**src/rtl/riscv_mem_pkg.sv**
```systemverilog
// riscv_mem_pkg: shared state, funct3 encodings and access-size helpers for the MEM stage
package riscv_mem_pkg;
    typedef enum logic [1:0] {IDLE, REQ, RESP} state_t;
    localparam logic [2:0] F3_B  = 3'b000;
    localparam logic [2:0] F3_H  = 3'b001;
    localparam logic [2:0] F3_W  = 3'b010;
    localparam logic [2:0] F3_BU = 3'b100;
    localparam logic [2:0] F3_HU = 3'b101;
    localparam int TIMEOUT_CYCLES_DEF = 255;
    function automatic logic is_byte(input logic [2:0] f3);
        return f3 == F3_B || f3 == F3_BU;
    endfunction
    function automatic logic is_half(input logic [2:0] f3);
        return f3 == F3_H || f3 == F3_HU;
    endfunction
endpackage

```
**src/rtl/load_align.sv**
```systemverilog
// load_align: selects the addressed byte/halfword of a read word and sign- or zero-extends it
module load_align
    import riscv_mem_pkg::*;
(
    input  logic [31:0] rdata,
    input  logic [1:0]  addr,
    input  logic [2:0]  funct3,
    output logic [31:0] data
);
    logic [7:0]  b;
    logic [15:0] h;
    always_comb begin
        b = rdata[{addr, 3'b000} +: 8];
        h = addr[1] ? rdata[31:16] : rdata[15:0];
        data = funct3 == F3_B  ? {{24{b[7]}}, b} :
               funct3 == F3_H  ? {{16{h[15]}}, h} :
               funct3 == F3_BU ? {24'b0, b} :
               funct3 == F3_HU ? {16'b0, h} : rdata;
    end
endmodule

```
**src/rtl/mem_access_stage.sv**
```systemverilog
// mem_access_stage: RV32I MEM stage with req/ack data memory; MEM_MISALIGN_TRAP_EN traps misaligned accesses
module mem_access_stage
    import riscv_mem_pkg::*;
#(
    parameter int TIMEOUT_CYCLES = TIMEOUT_CYCLES_DEF
) (
    input  logic        clk,
    input  logic        reset,
    input  logic        valid_in,
    input  logic [31:0] alu_in,
    input  logic [31:0] store_data_in,
    input  logic [4:0]  rd_in,
    input  logic [2:0]  funct3_in,
    input  logic        MemRead_in,
    input  logic        MemWrite_in,
    input  logic        RegWrite_in,
    input  logic        MemtoReg_in,
    output logic        dmem_req,
    output logic        dmem_we,
    output logic [31:0] dmem_addr,
    output logic [31:0] dmem_wdata,
    output logic [3:0]  dmem_be,
    input  logic [31:0] dmem_rdata,
    input  logic        dmem_ack,
    output logic        stall_out,
    output logic [31:0] data_out,
    output logic [31:0] alu_out,
    output logic [4:0]  rd_out,
    output logic        RegWrite_out,
    output logic        MemtoReg_out,
    output logic        bus_err_out,
    output logic        misalign_out
);
    state_t      state_q, state_d;
    logic        req_q, req_d, we_q, we_d, err_q, err_d;
    logic [31:0] addr_q, addr_d, wdata_q, wdata_d, ld_q, ld_d, ld_ext;
    logic [3:0]  be_q, be_d;
    logic [7:0]  cnt_q, cnt_d;
    logic [1:0]  off;
    logic        mem_op, hw, wd, trap, issue, ack, tmo;

    assign mem_op = valid_in && (MemRead_in || MemWrite_in);
    assign hw     = is_half(funct3_in);
    assign wd     = !is_byte(funct3_in) && !hw;
    // Offset after forcing natural alignment; drives both byte enables and load lane select
    assign off    = wd ? 2'b00 : hw ? {alu_in[1], 1'b0} : alu_in[1:0];
`ifdef MEM_MISALIGN_TRAP_EN
    assign trap   = (hw && alu_in[0]) || (wd && alu_in[1:0] != 2'b00);
`else
    assign trap   = 1'b0;
`endif
    assign issue  = state_q == IDLE && mem_op && !trap;
    assign ack    = state_q == REQ && dmem_ack;
    assign tmo    = state_q == REQ && !dmem_ack && cnt_q == 8'(TIMEOUT_CYCLES - 1);

    load_align u_align (
        .rdata  (dmem_rdata),
        .addr   (off),
        .funct3 (funct3_in),
        .data   (ld_ext)
    );

    always_ff @(posedge clk) begin
        if (reset) state_q <= IDLE;
        else       state_q <= state_d;
    end

    always_comb begin
        state_d = issue ? REQ : (ack || tmo) ? RESP : state_q == RESP ? IDLE : state_q;
    end

    always_comb begin
        req_d   = issue || (req_q && !ack && !tmo);
        we_d    = issue ? MemWrite_in : (ack || tmo) ? 1'b0 : we_q;
        addr_d  = issue ? {alu_in[31:2], 2'b00} : addr_q;
        be_d    = issue ? (wd ? 4'b1111 : (hw ? 4'b0011 : 4'b0001) << off) : be_q;
        wdata_d = !issue ? wdata_q : wd ? store_data_in :
                  hw ? {2{store_data_in[15:0]}} : {4{store_data_in[7:0]}};
        cnt_d   = issue ? 8'd0 : state_q == REQ ? cnt_q + 8'd1 : cnt_q;
        ld_d    = ack ? (we_q ? 32'd0 : ld_ext) : tmo ? 32'd0 : ld_q;
        err_d   = tmo;
    end

    always_ff @(posedge clk) begin
        if (reset) begin
            req_q   <= 1'b0;
            we_q    <= 1'b0;
            addr_q  <= '0;
            be_q    <= '0;
            wdata_q <= '0;
            cnt_q   <= '0;
            ld_q    <= '0;
            err_q   <= 1'b0;
        end else begin
            req_q   <= req_d;
            we_q    <= we_d;
            addr_q  <= addr_d;
            be_q    <= be_d;
            wdata_q <= wdata_d;
            cnt_q   <= cnt_d;
            ld_q    <= ld_d;
            err_q   <= err_d;
        end
    end

    always_comb begin
        stall_out    = !reset && (issue || state_q == REQ);
        misalign_out = !reset && state_q == IDLE && mem_op && trap;
        RegWrite_out = RegWrite_in && !reset && !stall_out && !misalign_out && !err_q;
        data_out     = state_q == RESP ? ld_q : 32'd0;
        bus_err_out  = err_q;
        dmem_req     = req_q;
        dmem_we      = we_q;
        dmem_addr    = addr_q;
        dmem_be      = be_q;
        dmem_wdata   = wdata_q;
        alu_out      = alu_in;
        rd_out       = rd_in;
        MemtoReg_out = MemtoReg_in;
    end
endmodule

```
**config.mk**
```make
export PLATFORM = sky130hd
export DESIGN_NAME = mem_access_stage
export DESIGN_NICKNAME = d
export VERILOG_FILES = /design/src/rtl/riscv_mem_pkg.sv /design/src/rtl/load_align.sv /design/src/rtl/mem_access_stage.sv
export SDC_FILE = /design/constraint.sdc
export NUM_CORES = 1
export LEC_CHECK = 0
export ABC_AREA = 0
export CAP_MARGIN = 20
export CORE_MARGIN = 4
export CORE_UTILIZATION = 42
export DETAILED_ROUTE_END_ITERATION = 10
export PLACE_DENSITY = 0.9
export SLEW_MARGIN = 20
export SYNTH_ARGS = -nofsm -noshare
export SYNTH_HDL_FRONTEND = slang
export SYNTH_SLANG_ARGS = --single-unit
export TNS_END_PERCENT = 50
```
**constraint.sdc**
```tcl
create_clock -name clk -period 2.7 [get_ports clk]
set_clock_uncertainty 0.05 [all_clocks]
set_input_delay 0.675 -clock clk [delete_from_list [all_inputs] [get_ports clk]]
set_output_delay 0.675 -clock clk [all_outputs]
set_load 0.05 [all_outputs]
```
# Word-level counts from Yosys, hierarchy flattened
# Index checks and enable logic that the tools add are counted.
[op_classes] reduce_logical=33 mux=20 n_addsub=1 eq_ne=6 shifts=2
[ops] op="$mux 32" count=10
[ops] op="$shiftx 32x6->8" count=1
[ops] op="$mux 16" count=1
[ops] op="$logic_and 1x1->1" count=12
[ops] op="$add 8x1->8 const B" count=1
[ops] op="$eq 8x8->1 const B" count=1
[ops] op="$logic_not 1->1" count=8
[ops] op="$mux 2" count=4
[ops] op="$eq 3x3->1 const B" count=2
[ops] op="$logic_or 1x1->1" count=6
[ops] op="$reduce_bool 2->1" count=3
[ops] op="$mux 1" count=4
[ops] op="$mux 4" count=1
[ops] op="$shl 2x2->4" count=1
[ops] op="$eq 3x1->1 const B" count=1
[ops] op="$logic_not 3->1" count=1
[ops] op="$reduce_bool 3->1" count=1
[ops] op="$eq 2x1->1 const B" count=1
[ops] op="$eq 2x2->1 const B" count=1
[ops] op="$logic_not 2->1" count=1
[ops] op="$reduce_or 2->1" count=1
[totals] register_bits=111 word_cells=72

# Longest topological paths before layout
# Gate-level depths: netlist (run 1).
[logic_depth] word_depth=12 mapped_depth=9 ltp_nobuf=7

# By module
# A second synthesis (run 1) with hierarchy kept.
[unflattened] hier_cells=659 hier_area_um2=5701.7
[modules_own_cells] mod="mem_access_stage" seq_area_each_um2=2222.1 area_per_inst_um2=5036.1 n_inst=1 cells_per_inst=552
[modules_own_cells] mod="load_align" seq_area_each_um2=0.0 area_per_inst_um2=665.6 n_inst=1 cells_per_inst=107

# Worst setup path before layout (run 1)
# No wires, ideal clock.
[synth_path] path_kind="input-to-output" startpoint="input reset" endpoint="output stall_out" t_arrival_ns=2.147 required_time_ns=1.975 n_path_buf=2 stages=3 setup_slack_ns=-0.172 path_cell_list="clkbuf_1 clkbuf_1 nor3_1"
[synth_between] elab_chain_cells=2
[synth_lines] element="from (decl)" line_no="mem_access_stage.sv:8" source="input logic reset,"
[synth_lines] element="$logic_not 1->1" line_no="mem_access_stage.sv:107" source="stall_out = !reset && (issue || state_q == REQ);"
[synth_lines] element="$logic_and 1x1->1" line_no="mem_access_stage.sv:107"
[synth_lines] element="to (decl)" line_no="mem_access_stage.sv:25" source="output logic stall_out,"
# Every way passes these cells.

# Final worst setup path (run 1)
[layout_path] startpoint="input MemWrite_in" endpoint="output RegWrite_out"
[layout_between] elab_chain_cells=8
[layout_lines] element="from (decl)" line_no="mem_access_stage.sv:15" source="input logic MemWrite_in,"
[layout_lines] element="$logic_or 1x1->1" line_no="mem_access_stage.sv:42" source="assign mem_op = valid_in && (MemRead_in || MemWrite_in);"
[layout_lines] element="$logic_and 1x1->1" line_no="mem_access_stage.sv:42"
[layout_lines] element="$logic_and 1x1->1" line_no="mem_access_stage.sv:52" source="assign issue = state_q == IDLE && mem_op && !trap;"
[layout_lines] element="$logic_or 1x1->1" line_no="mem_access_stage.sv:107"
[layout_lines] element="$logic_and 1x1->1" line_no="mem_access_stage.sv:107"
[layout_lines] element="$logic_not 1->1" line_no="mem_access_stage.sv:109" source="RegWrite_out = RegWrite_in && !reset && !stall_out && !misalign_out && !err_q;"
[layout_lines] element="$logic_and 1x1->1 (2 in series)" line_no="mem_access_stage.sv:109"
[layout_lines] element="to (decl)" line_no="mem_access_stage.sv:29" source="output logic RegWrite_out,"
# Every way passes these cells.

==> reports/results.ini, run 1 <==
[drt]
dr.pass1.iters = 5
wl_met1_um = 7750
ant_nets = 0
wl_um = 20100
drc = 0
maxUsedRoutingLayer = met4
via_count = 5938
post_drt_wl_per_cell_um = 18.6
wl_met3_um = 1770
met2_length_um = 9900
dr.first_iter.drc_count = 553
via_per_inst = 5.48

[place]
io_buffers = 240
dp_hpwl_um = 15300
place_congestion = 0.972

[clock_network]
clk_pin_slew_worst_paths_ns = 0.07
clock-root-buffer = clkbuf_16
cts_sinks = 111
post_cts_buffers = 0
cts_tree = yes
cts_inserted_buffers = 9
htree_levels = 3
clockBufferDepth = 2
cts_hold_buf = 0
cts_resized = 0
clkLatencyLatePin_ns = 0.35

[critical_path]
crit_family = buffers and inverters
rr_startpoint = state_q[0]
critPathLaunchType = input pin
reg2reg_slack_ns = 0.66
path_cells = clkdlybuf4s50_1 -> o21ai_0 -> and2b_1 -> o211a_1 -> buf_12
path_depth = 5
crit_fanout = 2
cp_slowest_stage_delay_ns = 0.47
worstPathArrival_ns = 1.85
cp-startpoint = MemWrite_in
critPathCaptureType = output port
critPathRequiredTime_ns = 1.98
worstRegToRegCells = 5
path_class = input pin to output port
cpMaxStageDelayCell = clkdlybuf4s50_1
crit_path_end = RegWrite_out
r2r-end = ld_q[15]
path_buf_inv = 2

[die]
dieHeight_um = 124
ios = 256
coreArea_mm2 = 0.0129
num_rows = 41
die_area_mm2 = 0.0153
die_width_um = 124
start_util = 0.436

[run_status]
outcome = complete, no violations

[logic_synthesis]
yosysWarnings = 0
syn_avg_cell_area_um2 = 7.83
netlist_instances = 717
yosysUniqueCellTypes = 44
syn-cell-area_mm2 = 0.00561
synth-main-ff-cell = dfxtp_1
synth.area.top_cells = dfxtp_1 (40%), nand2_1 (10%), mux2i_1 (7.0%)
synth_top_area_cell = dfxtp_1
ys_seq_area_frac = 0.396
synthArstFlopShare = 0
synthDominantCellAreaShare = 0.396
ys_ff_latch = 111
synth_edf_count = 0

[timing]
rsz0062_at_grt = no
setup_violations = 0
whs_ns = 0.403
worstMarginPinSlew_ns = 0.622
drv_slew = 0
finalCriticalPeriod_ns = 2.57
timing.slew.headroom = 0.585
fmax_mhz = 389
period_share = 0.953
final_hold_viol_count = 0
tns_ns = 0

[run]
drv_cap = 0

[layout]
synthToLayoutAreaGrowth_pct = 59.3
num-nets-final = 1020
fill_cells = 935
diodes = 0
drive_above_1_share = 0.131

[global_route]
grt_pass1_wl_um = 30200
antenna_found_initial = 0
grt_use_total = 0.254
grt_overflow_total = 0
grt_pass1_vias = 5778
grt_max_degree = 74

[pwr]
power_density_mw_per_mm2 = 505
ir_worst_vdd_v = 0.000301
leakagePower_nw = 3.51

[worst_hold_path]
hold_depth = 2
hold_class = register to register

## per-stage QoR
| step | setup WS (ns) | std cells | area, um2 | power [W] | util |
|---|---|---|---|---|---|
| 3_5_place_dp | 0.0725 | 1067 | 8660 | 0.00323 | 0.673 |
| 4_1_cts | 0.121 | 1083 | 8950 | 0.00453 | 0.695 |
| 2_1_floorplan | 0.256 | 719 | 5630 | 0.00266 | - |
| 5_1_grt | 0.0756 | 1083 | 8950 | 0.00468 | 0.695 |
| 6_report | 0.128 | 1083 | 8950 | 0.00451 | 0.695 |
| 3_3_place_gp | 0.144 | 1067 | 8660 | 0.00320 | 0.673 |
## state kept, by name, indices dropped and copies added (netlist names)
| register | cells |
|---|---|
| dmem_be | 4 |
| state_q | 2 |
| dmem_req | 1 |
| dmem_wdata | 32 |
| dmem_addr | 30 |
| cnt_q | 8 |
| bus_err_out | 1 |
| ld_q | 32 |
| dmem_we | 1 |
## worst min-delay path, delay by kind of cell (launching register included)
| kind | cells | cell delay, ns |
|---|---|---|
| AO/OA/AOI/OAI | 1 | 0.06 |
| flip-flops | 1 | 0.32 |
| AND/OR/NAND/NOR | 1 | 0.04 |
## layout by cell type (no fill, tap or decap), drive strengths merged, types with 2 or more instances in the layout
master and count:
nor2 54, a211oi 17, clkdlybuf4s50 173, mux2i 39, nand3 9, xor2 4
a22oi 10, a311oi 9, o21ai 44, a32oi 3, o211ai 8, nand2b 7
ha 2, clkbuf 13, a22o 14, a21oi 67, buf 98, xnor2 3
nor3 6, o22ai 6, conb 3, clkinv 2, dfxtp 111, nand4 2
nor2b 5, and2 34, inv 3, nand2 152
## cell usage after synthesis, types with 2 or more instances
cell type and instances:
a211oi_1 17, nand2_1 152, o21ai_0 43, buf_6 2
nand3_1 8, and2_1 34, xor2_1 4, buf_1 7
a22oi_1 10, nand4_1 2, ha_1 2, mux2i_1 39
dfxtp_1 111, buf_2 11, a32oi_1 3, nand2b_1 7
xnor2_1 3, inv_1 3, nor2_1 54, o211ai_1 8
a311oi_1 9, buf_4 41, o22ai_1 6, a21oi_1 67
nor3_1 5, nor2b_1 5, a22o_1 14, clkbuf_1 34
## metal layers
metal | up-vias | GRT usage
met5 | - | 0
met4 | 0 | 0.117
met3 | 44 | 0.0595
met2 | 310 | 0.431
met1 | 2777 | 0.306
li1 | 2807 | -
## logic make-up after synthesis
| family | Yosys count | share of synthesized area |
|---|---|---|
| simple gates | 274 | 0.215 |
| compound gates | 185 | 0.206 |
| flops | 111 | 0.396 |
| buf+inv | 98 | 0.0981 |
| mux | 39 | 0.0695 |
| xor+xnor | 7 | 0.0109 |
| fa+ha+maj | 2 | 0.00446 |
| other cells | 1 | 0.000668 |
## worst min-delay path by stage
| stage | startpoint | end | slack (ns) |
|---|---|---|---|
| detailed placement | ld_q[23] | ld_q[23] | 0.39 |
| CTS | ld_q[23] | ld_q[23] | 0.40 |
| finish | ld_q[6] | ld_q[6] | 0.40 |
| global route | dmem_be[1] | dmem_be[1] | 0.42 |
| floorplan | ld_q[31] | ld_q[31] | 0.37 |
| global placement | ld_q[28] | ld_q[28] | 0.38 |
## power by group
part           total, W  internal (W)  switching [W]
combinational   0.00139      0.000554       0.000839
clock           0.00131      0.000722       0.000587
sequential      0.00181       0.00175      0.0000637
total           0.00451       0.00302        0.00149
## area by class of cell
class | count | area (um2) | share of cell area
clock buffer | 13 | 240 | 0.0269
clock inverter | 3 | 43.8 | 0.00490
inverter | 3 | 11.3 | 0.00126
multi-input combinational | 510 | 2860 | 0.320
sequential | 111 | 2220 | 0.248
tap | 172 | 215 | 0.0241
timing repair buffer | 271 | 3350 | 0.375
(Power assumes the default switching activity.)
==> inputs of run 2 (changes only) <==
Settings changed: CORE_ASPECT_RATIO set to 1.5.
==> run 2 against run 1 <==
- count of clock-buffer cells in the layout shrank 2
- worst setup slack worse by 0.023 ns
- design area grew 0.20%
- sequential power about the same
- register-to-register slack got worse by 0.02 ns
- routed wire length is 3.7% lower
- maximum frequency decreased by 0.90%
- final cell count is 0.92% lower
- combinational power about the same
- largest power group unchanged
- sequential cell count stayed put
- highest routed layer unchanged
- sequential share of layout area is essentially flat
- non-clock buffer count rose by 3
==> reports/results.ini, run 2 (synthesis gave the netlist of run 1 again) <==
[pwr]
ir_worst_vdd_v = 0.000287  ; -4.6%
total_power_w = 0.00449  ; -0.57%
leakagePower_nw = 3.52  ; +0.49%
power_density_mw_per_mm2 = 501  ; -0.76%

[clock_network]
cts_hold_buf = 0  ; unchanged
cts_resized = 0  ; unchanged
clock-root-buffer = clkbuf_16
clkLatencyLatePin_ns = 0.34  ; about the same
htree_levels = 3  ; unchanged
clockBufferDepth = 2  ; unchanged
cts_sinks = 111  ; unchanged
cts_inserted_buffers = 9  ; unchanged
post_cts_buffers = 0  ; unchanged
cts_tree = yes
clk_pin_slew_worst_paths_ns = 0.07  ; about the same

[worst_hold_path]
hold_class = register to register

[timing]
rsz0062_at_grt = no
worstMarginPinSlew_ns = 0.571  ; -0.0513 ns
setup_violations = 0  ; unchanged
finalCriticalPeriod_ns = 2.60  ; +0.0233 ns
final_hold_viol_count = 0  ; unchanged
whs_ns = 0.402  ; -0.000129 ns
timing.slew.headroom = 0.618  ; +0.0330
tns_ns = 0  ; unchanged
drv_slew = 0  ; unchanged
fmax_mhz = 385  ; -0.90%
period_share = 0.961  ; +0.00864

[global_route]
antenna_found_initial = 0  ; unchanged
grt_max_degree = 54  ; -27%
grt_use_total = 0.246  ; -0.00898
grtUsageMet3 = 0.0569  ; -0.00259
met1_usage = 0.262  ; -0.0436
grt_pass1_vias = 5748  ; -0.52%
grt_overflow_total = 0  ; unchanged
grt.busiest_layer = met2
grt_pass1_wl_um = 29400  ; -2.8%
met2_usage = 0.441  ; +0.0105

[layout]
drive_above_1_share = 0.136  ; +0.00504
final_common_cell = clkdlybuf4s50_1
diodes = 0  ; unchanged
synthToLayoutAreaGrowth_pct = 59.7
num-nets-final = 1023  ; +0.29%
final_cells = 1073  ; -0.92%
final_cell_mix = clkdlybuf4s50_1 (173), nand2_1 (152), dfxtp_1 (111)

[die]
die_width_um = 102  ; -17%
ios = 256  ; unchanged
num_rows = 51  ; +24%
start_util = 0.431  ; -0.00474
die_area_mm2 = 0.0153  ; +0.25%
coreArea_mm2 = 0.0130  ; +1.1%
dieHeight_um = 150  ; +21%

[critical_path]
crit_fanout = 2  ; unchanged
path_buf_inv = 2  ; unchanged
path_cells = clkdlybuf4s50_1 -> o21ai_0 -> and2b_1 -> o211a_1 -> buf_12
worstPathArrival_ns = 1.87  ; +0.02 ns
critPathRequiredTime_ns = 1.98  ; about the same
cpMaxStageDelayCell = clkdlybuf4s50_1
critPathCaptureType = output port
path_class = input pin to output port
critPathLaunchType = input pin
crit_family = buffers and inverters
cp_slowest_stage_delay_ns = 0.49  ; +0.02 ns

[drt]
dr.pass1.iters = 4  ; -1
via_per_inst = 5.44  ; -0.87%
via_count = 5832  ; -1.8%
post_drt_wl_per_cell_um = 18.0  ; -2.8%
drc = 0  ; unchanged
ant_nets = 0  ; unchanged
wl_um = 19400  ; -3.7%
dr.first_iter.drc_count = 207  ; -63%

[place]
dp_hpwl_um = 15200  ; -0.95%
place_inst = 1057  ; -0.94%
place_congestion = 0.900  ; -7.4%
io_buffers = 240  ; unchanged

[run_status]
outcome = complete, no violations

[run]
drv_cap = 0  ; unchanged

run 2: layout make-up:
type / count / area [um2]
Clock inverter: 5 / 41.3
Tap cell: 159 / 199
Fill cell: 998 / 4050
Clock buffer: 11 / 243
Inverter: 3 / 11.3
Sequential cell: 111 / 2220
Multi-Input combinational cell: 510 / 2860
Timing Repair Buffer: 274 / 3390
run 2: final timing paths:
check | to | depth (start not counted) | slack, ns | start
hold reg to reg | dmem_be[0] | 2 | 0.40 | dmem_be[0]
setup reg to reg | ld_q[3] | 6 | 0.64 | state_q[0]
hold / removal | dmem_be[0] | 2 | 0.40 | dmem_be[0]
setup / recovery | RegWrite_out | 5 | 0.10 | MemWrite_in
run 2: worst min-delay path, stage by stage (launching register included):
cell     delay, ns
dfxtp_1       0.31
nand2_1       0.05
a21oi_1       0.05
run 2: per-stage QoR:
stage / util / worst slack [ns] / instance area, um2
after CTS: 0.689 / 0.107 / 8960
after global placement: 0.667 / 0.0772 / 8680
after global routing: 0.689 / 0.00767 / 8960
after detailed placement: 0.667 / 0.00563 / 8680
final: 0.689 / 0.104 / 8960
after floorplan: - / 0.256 / 5630
run 2: per-layer routing:
| metal | wire, um | share of wire |
|---|---|---|
| met1 | 6690 | 0.35 |
| met2 | 10200 | 0.53 |
| met3 | 1540 | 0.079 |
| met4 | 888 | 0.046 |
| met5 | 0 | 0 |
run 2: power breakdown:
group	switching [W]	internal (W)	total, W
combinational	0.000828	0.000562	0.00139
clock	0.000627	0.000662	0.00129
sequential	0.0000633	0.00175	0.00181
total	0.00152	0.00297	0.00449
==> inputs of run 3 (changes only) <==
Settings changed: GPL_ROUTABILITY_DRIVEN set to 1.
==> results of run 3 <==
The final DEF is identical to that of run 2; final timing and power are the same.
